## config.mk

```make
export PLATFORM = sky130hd
export DESIGN_NAME = uart_tx_scheduler_flat
export DESIGN_NICKNAME = d
export VERILOG_FILES = /design/src/rtl/uart_tx_scheduler_if.sv /design/src/rtl/uart_tx_scheduler.sv /design/src/flat_wrapper.sv
export SDC_FILE = /design/constraint.sdc
export NUM_CORES = 1
export LEC_CHECK = 0
export CORE_AREA = 2 2 78 80
export DETAILED_ROUTE_END_ITERATION = 8
export DIE_AREA = 0 0 80 82
export GPL_TIMING_DRIVEN = 0
export PLACE_DENSITY_LB_ADDON = 0.08
export SYNTH_ARGS = -nofsm -noshare
export SYNTH_HDL_FRONTEND = slang
export SYNTH_SLANG_ARGS = --single-unit
```

## constraint.sdc

```tcl
create_clock -name clk -period 2.8 [get_ports clk]
set_input_delay 0.42 -clock clk [delete_from_list [all_inputs] [get_ports clk]]
set_output_delay 0.42 -clock clk [all_outputs]
set_load 0.01 [all_outputs]
```

## src/rtl/uart_tx_scheduler_if.sv

```systemverilog
// -----------------------------------------------------------------------------
// uart_tx_scheduler_if
// Bundles the producer request bus, the serializer load/busy handshake and the
// scheduler status outputs.
//   master : the scheduler side (drives req_ready, tx_frame, tx_load,
//            grant_id, idle, err_timeout; samples req_valid, req_data, tx_busy)
//   slave  : the environment side (producers + serializer), mirror directions
// -----------------------------------------------------------------------------
interface uart_tx_scheduler_if #(
   parameter int NUM_REQ    = 2,
   parameter int DATA_WIDTH = 8
);
   localparam int GW = (NUM_REQ > 1) ? $clog2(NUM_REQ) : 1;

   logic [NUM_REQ-1:0]            req_valid;
   logic [NUM_REQ*DATA_WIDTH-1:0] req_data;
   logic [NUM_REQ-1:0]            req_ready;
   logic [DATA_WIDTH+2:0]         tx_frame;
   logic                          tx_load;
   logic                          tx_busy;
   logic [GW-1:0]                 grant_id;
   logic                          idle;
   logic                          err_timeout;

   modport master (
      input  req_valid, req_data, tx_busy,
      output req_ready, tx_frame, tx_load, grant_id, idle, err_timeout
   );

   modport slave (
      output req_valid, req_data, tx_busy,
      input  req_ready, tx_frame, tx_load, grant_id, idle, err_timeout
   );
endinterface

```

## src/rtl/uart_tx_scheduler.sv

```systemverilog
// -----------------------------------------------------------------------------
// uart_tx_scheduler
// Shares one UART serializer between NUM_REQ byte producers. Round-robin
// arbitration with a burst allowance of MAX_BURST consecutive grants, builds
// the 11-bit frame (start, data LSB first, even parity, stop), pulses tx_load
// and req_ready for one cycle, then tracks tx_busy with two watchdogs.
// Ports:
//   clk  - system clock
//   rst  - asynchronous active-high reset
//   bus  - uart_tx_scheduler_if.master: req_valid/req_data/req_ready,
//          tx_frame/tx_load/tx_busy, grant_id, idle, err_timeout (sticky)
// -----------------------------------------------------------------------------
module uart_tx_scheduler #(
   parameter int NUM_REQ      = 2,
   parameter int DATA_WIDTH   = 8,
   parameter int MAX_BURST    = 4,
   parameter int ACK_TIMEOUT  = 8,
   parameter int DONE_TIMEOUT = 4096
) (
   input  logic                clk,
   input  logic                rst,
   uart_tx_scheduler_if.master bus
);
   localparam int GW   = (NUM_REQ > 1) ? $clog2(NUM_REQ) : 1;
   localparam int BW   = (MAX_BURST > 1) ? $clog2(MAX_BURST) : 1;
   localparam int TMAX = (DONE_TIMEOUT > ACK_TIMEOUT) ? DONE_TIMEOUT : ACK_TIMEOUT;
   localparam int CW   = (TMAX > 1) ? $clog2(TMAX) : 1;
   localparam int FW   = DATA_WIDTH + 3;

   localparam logic [BW-1:0] BURST_LAST = BW'(MAX_BURST - 1);
   localparam logic [CW-1:0] ACK_LAST   = CW'(ACK_TIMEOUT - 1);
   localparam logic [CW-1:0] DONE_LAST  = CW'(DONE_TIMEOUT - 1);
   localparam logic [GW-1:0] RR_INIT    = GW'(NUM_REQ - 1);

   typedef enum logic [1:0] {S_IDLE, S_WAIT_BUSY, S_WAIT_DONE} state_t;

   state_t               r_state,     w_state_nxt;
   logic [CW-1:0]        r_cnt,       w_cnt_nxt;
   logic [BW-1:0]        r_burst_cnt, w_burst_nxt;
   logic [GW-1:0]        r_rr_ptr,    w_rr_nxt;     // also the previous winner
   logic                 r_have_prev, w_have_prev_nxt;
   logic [FW-1:0]        r_frame,     w_frame_nxt;
   logic                 r_load,      w_load_nxt;
   logic [NUM_REQ-1:0]   r_ready,     w_ready_nxt;
   logic [GW-1:0]        r_grant,     w_grant_nxt;
   logic                 r_idle,      w_idle_nxt;
   logic                 r_err,       w_err_nxt;

   logic                  w_keep;
   logic                  w_rr_found;
   logic [GW-1:0]         w_rr_pick;
   logic [GW-1:0]         w_win;
   logic [DATA_WIDTH-1:0] w_data;

   // The previous winner keeps the line only while it still has data and its
   // burst allowance is not used up. r_have_prev is clear after reset so the
   // first grant always comes from the round-robin search (requester 0).
   assign w_keep = r_have_prev && bus.req_valid[r_rr_ptr] && (r_burst_cnt < BURST_LAST);

   // Round-robin search starting one past the previous winner, wrapping.
   always_comb begin
      // NOTE: every signal assigned in always_comb gets a default first so no latch is inferred.
      w_rr_found = 1'b0;
      w_rr_pick  = r_rr_ptr;
      for (int k = 1; k <= NUM_REQ; k++) begin
         if (!w_rr_found && bus.req_valid[(int'(r_rr_ptr) + k) % NUM_REQ]) begin
            w_rr_found = 1'b1;
            w_rr_pick  = GW'((int'(r_rr_ptr) + k) % NUM_REQ);
         end
      end
   end

   // Next-state and registered-output logic.
   always_comb begin
      w_state_nxt     = r_state;
      w_cnt_nxt       = r_cnt;
      w_burst_nxt     = r_burst_cnt;
      w_rr_nxt        = r_rr_ptr;
      w_have_prev_nxt = r_have_prev;
      w_frame_nxt     = r_frame;
      w_load_nxt      = 1'b0;
      w_ready_nxt     = '0;
      w_grant_nxt     = r_grant;
      w_idle_nxt      = r_idle;
      w_err_nxt       = r_err;
      w_win           = r_rr_ptr;
      w_data          = '0;

      case (r_state)
         S_IDLE: begin
            w_idle_nxt = 1'b1;
            if (|bus.req_valid) begin
               if (w_keep) begin
                  w_win       = r_rr_ptr;
                  w_burst_nxt = r_burst_cnt + 1'b1;
               end else begin
                  w_win = w_rr_pick;
                  // Search landing back on the previous winner means it is the
                  // sole requester; its burst count then stays saturated.
                  w_burst_nxt = (r_have_prev && (w_rr_pick == r_rr_ptr)) ? r_burst_cnt : '0;
               end
               w_data          = bus.req_data[int'(w_win)*DATA_WIDTH +: DATA_WIDTH];
               w_frame_nxt     = {1'b1, ^w_data, w_data, 1'b0};
               w_load_nxt      = 1'b1;
               w_ready_nxt     = NUM_REQ'(1) << w_win;
               w_grant_nxt     = w_win;
               w_rr_nxt        = w_win;
               w_have_prev_nxt = 1'b1;
               w_idle_nxt      = 1'b0;
               w_cnt_nxt       = '0;
               w_state_nxt     = S_WAIT_BUSY;
            end
         end
         S_WAIT_BUSY: begin
            if (bus.tx_busy) begin
               w_cnt_nxt   = '0;
               w_state_nxt = S_WAIT_DONE;
            end else if (r_cnt == ACK_LAST) begin
               w_err_nxt   = 1'b1;
               w_idle_nxt  = 1'b1;
               w_state_nxt = S_IDLE;
            end else begin
               w_cnt_nxt = r_cnt + 1'b1;
            end
         end
         S_WAIT_DONE: begin
            if (!bus.tx_busy) begin
               w_idle_nxt  = 1'b1;
               w_state_nxt = S_IDLE;
            end else if (r_cnt == DONE_LAST) begin
               w_err_nxt   = 1'b1;
               w_idle_nxt  = 1'b1;
               w_state_nxt = S_IDLE;
            end else begin
               w_cnt_nxt = r_cnt + 1'b1;
            end
         end
         default: begin
            w_idle_nxt  = 1'b1;
            w_state_nxt = S_IDLE;
         end
      endcase
   end

   always_ff @(posedge clk or posedge rst) begin
      if (rst) begin
         r_state     <= S_IDLE;
         r_cnt       <= '0;
         r_burst_cnt <= '0;
         r_rr_ptr    <= RR_INIT;
         r_have_prev <= 1'b0;
         r_frame     <= '1;          // line-idle pattern
         r_load      <= 1'b0;
         r_ready     <= '0;
         r_grant     <= '0;
         r_idle      <= 1'b1;
         r_err       <= 1'b0;
      end else begin
         // NOTE: sequential state uses non-blocking assignments so all registers update from pre-edge values.
         r_state     <= w_state_nxt;
         r_cnt       <= w_cnt_nxt;
         r_burst_cnt <= w_burst_nxt;
         r_rr_ptr    <= w_rr_nxt;
         r_have_prev <= w_have_prev_nxt;
         r_frame     <= w_frame_nxt;
         r_load      <= w_load_nxt;
         r_ready     <= w_ready_nxt;
         r_grant     <= w_grant_nxt;
         r_idle      <= w_idle_nxt;
         r_err       <= w_err_nxt;
      end
   end

   assign bus.tx_frame    = r_frame;
   assign bus.tx_load     = r_load;
   assign bus.req_ready   = r_ready;
   assign bus.grant_id    = r_grant;
   assign bus.idle        = r_idle;
   assign bus.err_timeout = r_err;
endmodule

```

## src/flat_wrapper.sv

```systemverilog
// flat-port wrapper written by rule: the top's interface ports become plain ports
module uart_tx_scheduler_flat 
#(
   parameter int NUM_REQ      = 2,
   parameter int DATA_WIDTH   = 8,
   parameter int MAX_BURST    = 4,
   parameter int ACK_TIMEOUT  = 8,
   parameter int DONE_TIMEOUT = 4096
)
  (clk, rst, bus_req_valid, bus_req_data, bus_tx_busy, bus_req_ready, bus_tx_frame, bus_tx_load, bus_grant_id, bus_idle, bus_err_timeout);
  uart_tx_scheduler_if #(.NUM_REQ(NUM_REQ), .DATA_WIDTH(DATA_WIDTH)) bus_i ();
  input  logic clk;
  input  logic rst;
  input wire logic [$bits(bus_i.req_valid)-1:0] bus_req_valid;
  input wire logic [$bits(bus_i.req_data)-1:0] bus_req_data;
  input wire logic [$bits(bus_i.tx_busy)-1:0] bus_tx_busy;
  output wire logic [$bits(bus_i.req_ready)-1:0] bus_req_ready;
  output wire logic [$bits(bus_i.tx_frame)-1:0] bus_tx_frame;
  output wire logic [$bits(bus_i.tx_load)-1:0] bus_tx_load;
  output wire logic [$bits(bus_i.grant_id)-1:0] bus_grant_id;
  output wire logic [$bits(bus_i.idle)-1:0] bus_idle;
  output wire logic [$bits(bus_i.err_timeout)-1:0] bus_err_timeout;
  assign bus_i.req_valid = bus_req_valid;
  assign bus_i.req_data = bus_req_data;
  assign bus_i.tx_busy = bus_tx_busy;
  assign bus_req_ready = bus_i.req_ready;
  assign bus_tx_frame = bus_i.tx_frame;
  assign bus_tx_load = bus_i.tx_load;
  assign bus_grant_id = bus_i.grant_id;
  assign bus_idle = bus_i.idle;
  assign bus_err_timeout = bus_i.err_timeout;
  uart_tx_scheduler #(.NUM_REQ(NUM_REQ), .DATA_WIDTH(DATA_WIDTH), .MAX_BURST(MAX_BURST), .ACK_TIMEOUT(ACK_TIMEOUT), .DONE_TIMEOUT(DONE_TIMEOUT)) u_core (.clk(clk), .rst(rst), .bus(bus_i));
endmodule
```

; Word level (Yosys, flattened, before mapping)
; Index checks and enable logic that the tools add are counted.
[word_totals]
reg_bits = 34
latchBits = 0
ram_bits = 0
romBits = 0
memories = 0
[classes]
add_sub_neg = 4
multipliers = 0
div = 0
magnitude_cmp = 4
eq_ne = 15
shifts = 2
n_mux = 40
bitwise_logic = 2
reduce_logical = 16
[ops]
columns = op, count
row1 = $mux W12, 5
row2 = $pmux W12 S3, 1
row3 = $mux W1, 22
row4 = $mux W2, 9
row5 = $shiftx A16 B5 Y8, 1
row6 = $add A12 B1 Y12 const B, 1
row7 = $eq A12 B12 Y1 const B, 1
row8 = $eq A12 B3 Y1 const B, 1
row9 = $reduce_and A5 Y1, 2
row10 = $reduce_and A3 Y1, 3
row11 = $ne A2 B1 Y1 const B, 4
row12 = $reduce_xor A8 Y1, 1
row13 = $lt A2 B3 Y1 const B, 2
row14 = $ne A2 B2 Y1 const B, 3
row15 = $ne A3 B2 Y1 const B, 2
row16 = $pmux W2 S3, 1
row17 = $logic_and A1 B1 Y1, 4
row18 = $ne A3 B3 Y1 const B, 1
row19 = $pmux W1 S3, 1
row20 = $reduce_bool A3 Y1, 1
row21 = $add A1 B1 Y1 const B, 2
row22 = $add A2 B1 Y2 const B, 1
row23 = $and A1 B1 Y1 const A, 2
row24 = $eq A2 B1 Y1 const B, 1
row25 = other kinds (11), 11

; Logic depth before layout (Yosys ltp)
[depth]
depth_word = 15
ltp_mapped = 8

; Least setup slack after synthesis
; No wires, ideal clock.
[synth_path]
path_type = register to register
start = register u_core.r_cnt[0]
end = register u_core.r_state[0]
setup_ps = 127
arrival_ps = 1659
setup_slack_ps = 1014
stages_incl_launch_ff = 7
path_buffers = 0
period_less_slack_ps = 1786
cell_sequence = dfrtp_1 ha_1 and3_1 nand4_4 a32o_2 a21oi_2 mux2_1
[synth_via]
elab_chain_len = 3
word_cells_on_any_way = 5
[synth_lines]
columns = item, line
row1 = start: declaration, uart_tx_scheduler.sv:38  ; logic [CW-1:0] r_cnt, w_cnt_nxt;
row2 = start signal: assignment, uart_tx_scheduler.sv:161  ; r_cnt <= w_cnt_nxt;
row3 = $eq A12 B12 Y1 or $eq A12 B3 Y1 (tied branches), "uart_tx_scheduler.sv:130, uart_tx_scheduler.sv:118"
row4 = $ne A3 B2 Y1 (no source line), -
row5 = $reduce_and A3 Y1 (no source line) *, -
row6 = end signal: assignment, uart_tx_scheduler.sv:160  ; r_state <= w_state_nxt;
row7 = end: declaration, uart_tx_scheduler.sv:37  ; state_t r_state, w_state_nxt;
; Every way passes the cells marked *; elsewhere a longest branch is shown, timed or not.
; A chain may end at the register's enable or synchronous reset.

; Final worst setup path
[layout_path]
start = register u_core.r_state[1]
end = register u_core.r_cnt[10]
[layout_via]
elab_chain_len = 3
word_cells_on_any_way = 10
[layout_lines]
columns = item, line
row1 = "$eq A2 B1 Y1, or another cell as far along", uart_tx_scheduler.sv:89  ; case (r_state)
row2 = "$ne A3 B3 Y1 (no source line), or another cell as far along", -
row3 = $reduce_and A5 Y1 (no source line), -
; Several ways; a longest one is shown, not always the timed one.

==> run summary <==
worst slew pin tran = 0.732 ns
Mean Syn Cell Area = 10.1 µm²
die width = 80 µm
post-synth cell types = 45
Yosys warning total = 0
Peak VDD IR = 297 µV
min Tclk post-route = 2.02 ns
CTS clk-pin slew, worst paths = 0.08 ns
Post-synth ARST share = 1.00
RePlAce Congestion = 0.745
Post-synth EDFFs = 0
Cell Area, Placed = 2410 µm²
Syn Nets = 221
routed vias = 1,496
RSZ-0062 raised after global routing = no
Pwr Density = 803 nW/µm²
Final Setup Violations = 0
dominant cells by area after synthesis = dfrtp_1 28%, dfstp_2 16%, xnor2_1 5.8%
post_cts resized = 0
Initial Util = 0.341
worst path required time = 2.96 ns
most frequent cells in the layout = 36 x clkdlybuf4s50_1, 22 x dfrtp_1, 21 x o21ai_0, 16 x nand2_1, 13 x xnor2_1
cts hold-fix bufs = 0
Setup CP Type = reg -> reg
Reg power frac = 0.379
Layout Area Growth over Synthesis = 27.4%
Mapped Area = 1960 µm²
P_int = 1.29 mW
Worst Hold Depth = 2
Register-to-Register Setup Slack = 0.78 ns
vias in the first global route = 1,479
Nets = 264
largest net degree at the start of global routing = 35
CTS Buffer Depth = 2
PortBufs = 36
part of the Yosys area used for sequential elements = 0.442
row cnt = 28
Core ar. = 5750 µm²
Final Hold Viols = 0
status = finished, final reports clean
initial antenna violation count = 0
Combinational Power Share = 0.447
CTS Root Cell = clkbuf_8
total die area = 6560 µm²
HPWL after detailed placement = 2960 µm
leading area contributor after synthesis = dfrtp_1
CTS Buf Count = 5
die height = 82 µm
clk sinks = 34
sw frac = 0.358
H-tree levels = 2
Primary FF master, synth = dfrtp_1
fin cells = 313
Max Fanout on Critical Path = 10
Overall Global Routing Usage = 0.138
post-CTS setup buffer count = 0
clock share of power = 0.173
NetSw = 0.718 mW
TritonCTS clock tree = done
DR DRC count = 0
Post-Place Cells = 305
max-cap violations = 0
share of cells above drive strength 1 = 0.164
Vias/cell = 4.78
I/O pin total = 38
Clock Latency Late Sink = 0.28 ns
WL/cell = 13.3 µm
first-pass GRT wire length = 6980 µm
top-area cell type share of the netlist area = 0.281
diode count = 0
Synth Register Bits = 34
Fillers = 572
drt total wl = 4150 µm
post-route ant nets = 0
WP data arrival = 2.19 ns
setup_tns = 0 ns
initial DRC count = 36
fin util = 0.434
FMAX = 0.495 GHz
commonest non-fill, non-tap cell in the layout = clkdlybuf4s50_1
final clock skew = 0.0124 ns
reg2reg path depth = 8
gr ovfl total = 0
worst hold path class = reg -> reg
Slew headroom = 0.511
Mapped Cells = 194
Pleak = 1.06 nW
Final Cycle Share = 0.722
crit start category = register
Initial DRT Pass Iterations = 4
Post-Layout Inst Area = 2490 µm²
Slew Limit Fails = 0
Power, Total = 2.00 mW
CP endpoint kind = register
## path summary, 6_finish.rpt
| check | end | startpoint |
|---|---|---|
| min in group asynchronous | u_core.r_cnt[7]$_DFFE_PP0P_ | rst |
| hold reg to reg | u_core.bus.tx_frame[1]$_DFFE_PP1P_ | u_core.bus.tx_frame[1]$_DFFE_PP1P_ |
| hold / removal | u_core.bus.tx_frame[1]$_DFFE_PP1P_ | u_core.bus.tx_frame[1]$_DFFE_PP1P_ |
| setup reg to reg | u_core.r_cnt[10]$_DFFE_PP0P_ | u_core.r_state[1]$_DFFE_PP0P_ |
| max in group asynchronous | u_core.r_cnt[9]$_DFFE_PP0P_ | rst |
| setup / recovery | u_core.r_cnt[10]$_DFFE_PP0P_ | u_core.r_state[1]$_DFFE_PP0P_ |
## worst max-delay path, stage by stage (launching register included)
cell      delay [ns]
dfrtp_1         0.39
inv_1           0.08
ha_1            0.23
nor2b_1         0.18
o21ai_1         0.20
clkbuf_1        0.41
a41oi_1         0.08
o21ai_0         0.23
o31ai_2         0.10
## routing by layer
layer  part of all wire  up-vias  track usage
met5                  0        -            0
met2               0.45       30        0.221
li1                   -      776            -
met4              0.013        0       0.0492
met3              0.041        4       0.0319
met1               0.50      686        0.182
## cells in the mapped netlist (3+ instances only)
cell	n
a21o_1	3
and2_1	4
and3_1	4
buf_2	3
clkbuf_1	3
dfrtp_1	22
dfstp_2	12
ha_1	6
inv_1	9
mux2i_1	9
nand2_1	16
nand3_1	8
nor2_1	7
nor2b_1	4
o21ai_0	21
o21ai_1	8
o31ai_1	3
o31ai_2	7
xnor2_1	13
## registers in the layout, indices dropped and copies added (netlist names), 2 cells and up
signal	cells
u_core.bus.tx_frame	10
u_core.r_state	2
u_core.bus.req_ready	2
u_core.r_burst_cnt	2
u_core.r_cnt	12
## power by group through the flow
stage	sequential, mW	combinational, mW	clock, mW
after floorplan	0.809	0.506	0
after global placement	0.766	0.908	0
after detailed placement	0.771	0.910	0
after CTS	0.761	0.913	0.365
after global routing	0.781	1.00	0.376
final	0.760	0.896	0.348
## cell type report
cell class	count	area (µm²)	share of cell area
multi-input combinational	142	1010	0.405
tap	75	93.8	0.0376
timing repair buffer	36	360	0.144
buffer	9	48.8	0.0196
clock buffer	6	72.6	0.0291
sequential	34	866	0.347
clock inverter	2	10.0	0.00401
inverter	9	33.8	0.0135
## kinds of logic after synthesis
| group | synth area share |
|---|---|
| buf+inv | 0.0422 |
| simple gates | 0.158 |
| xor+xnor | 0.0626 |
| fa+ha+maj | 0.0383 |
| mux | 0.0633 |
| flops | 0.442 |
| other cells | 0.00192 |
| compound gates | 0.191 |
## stage by stage
step	setup slack (ns)	hold WS, ns
3_5_place_dp	0.549	0.463
4_1_cts	0.763	0.484
5_1_grt	0.590	0.499
3_3_place_gp	0.568	0.469
2_1_floorplan	1.01	0.449
6_report	0.780	0.476
Power figures use the tool's default switching activity.
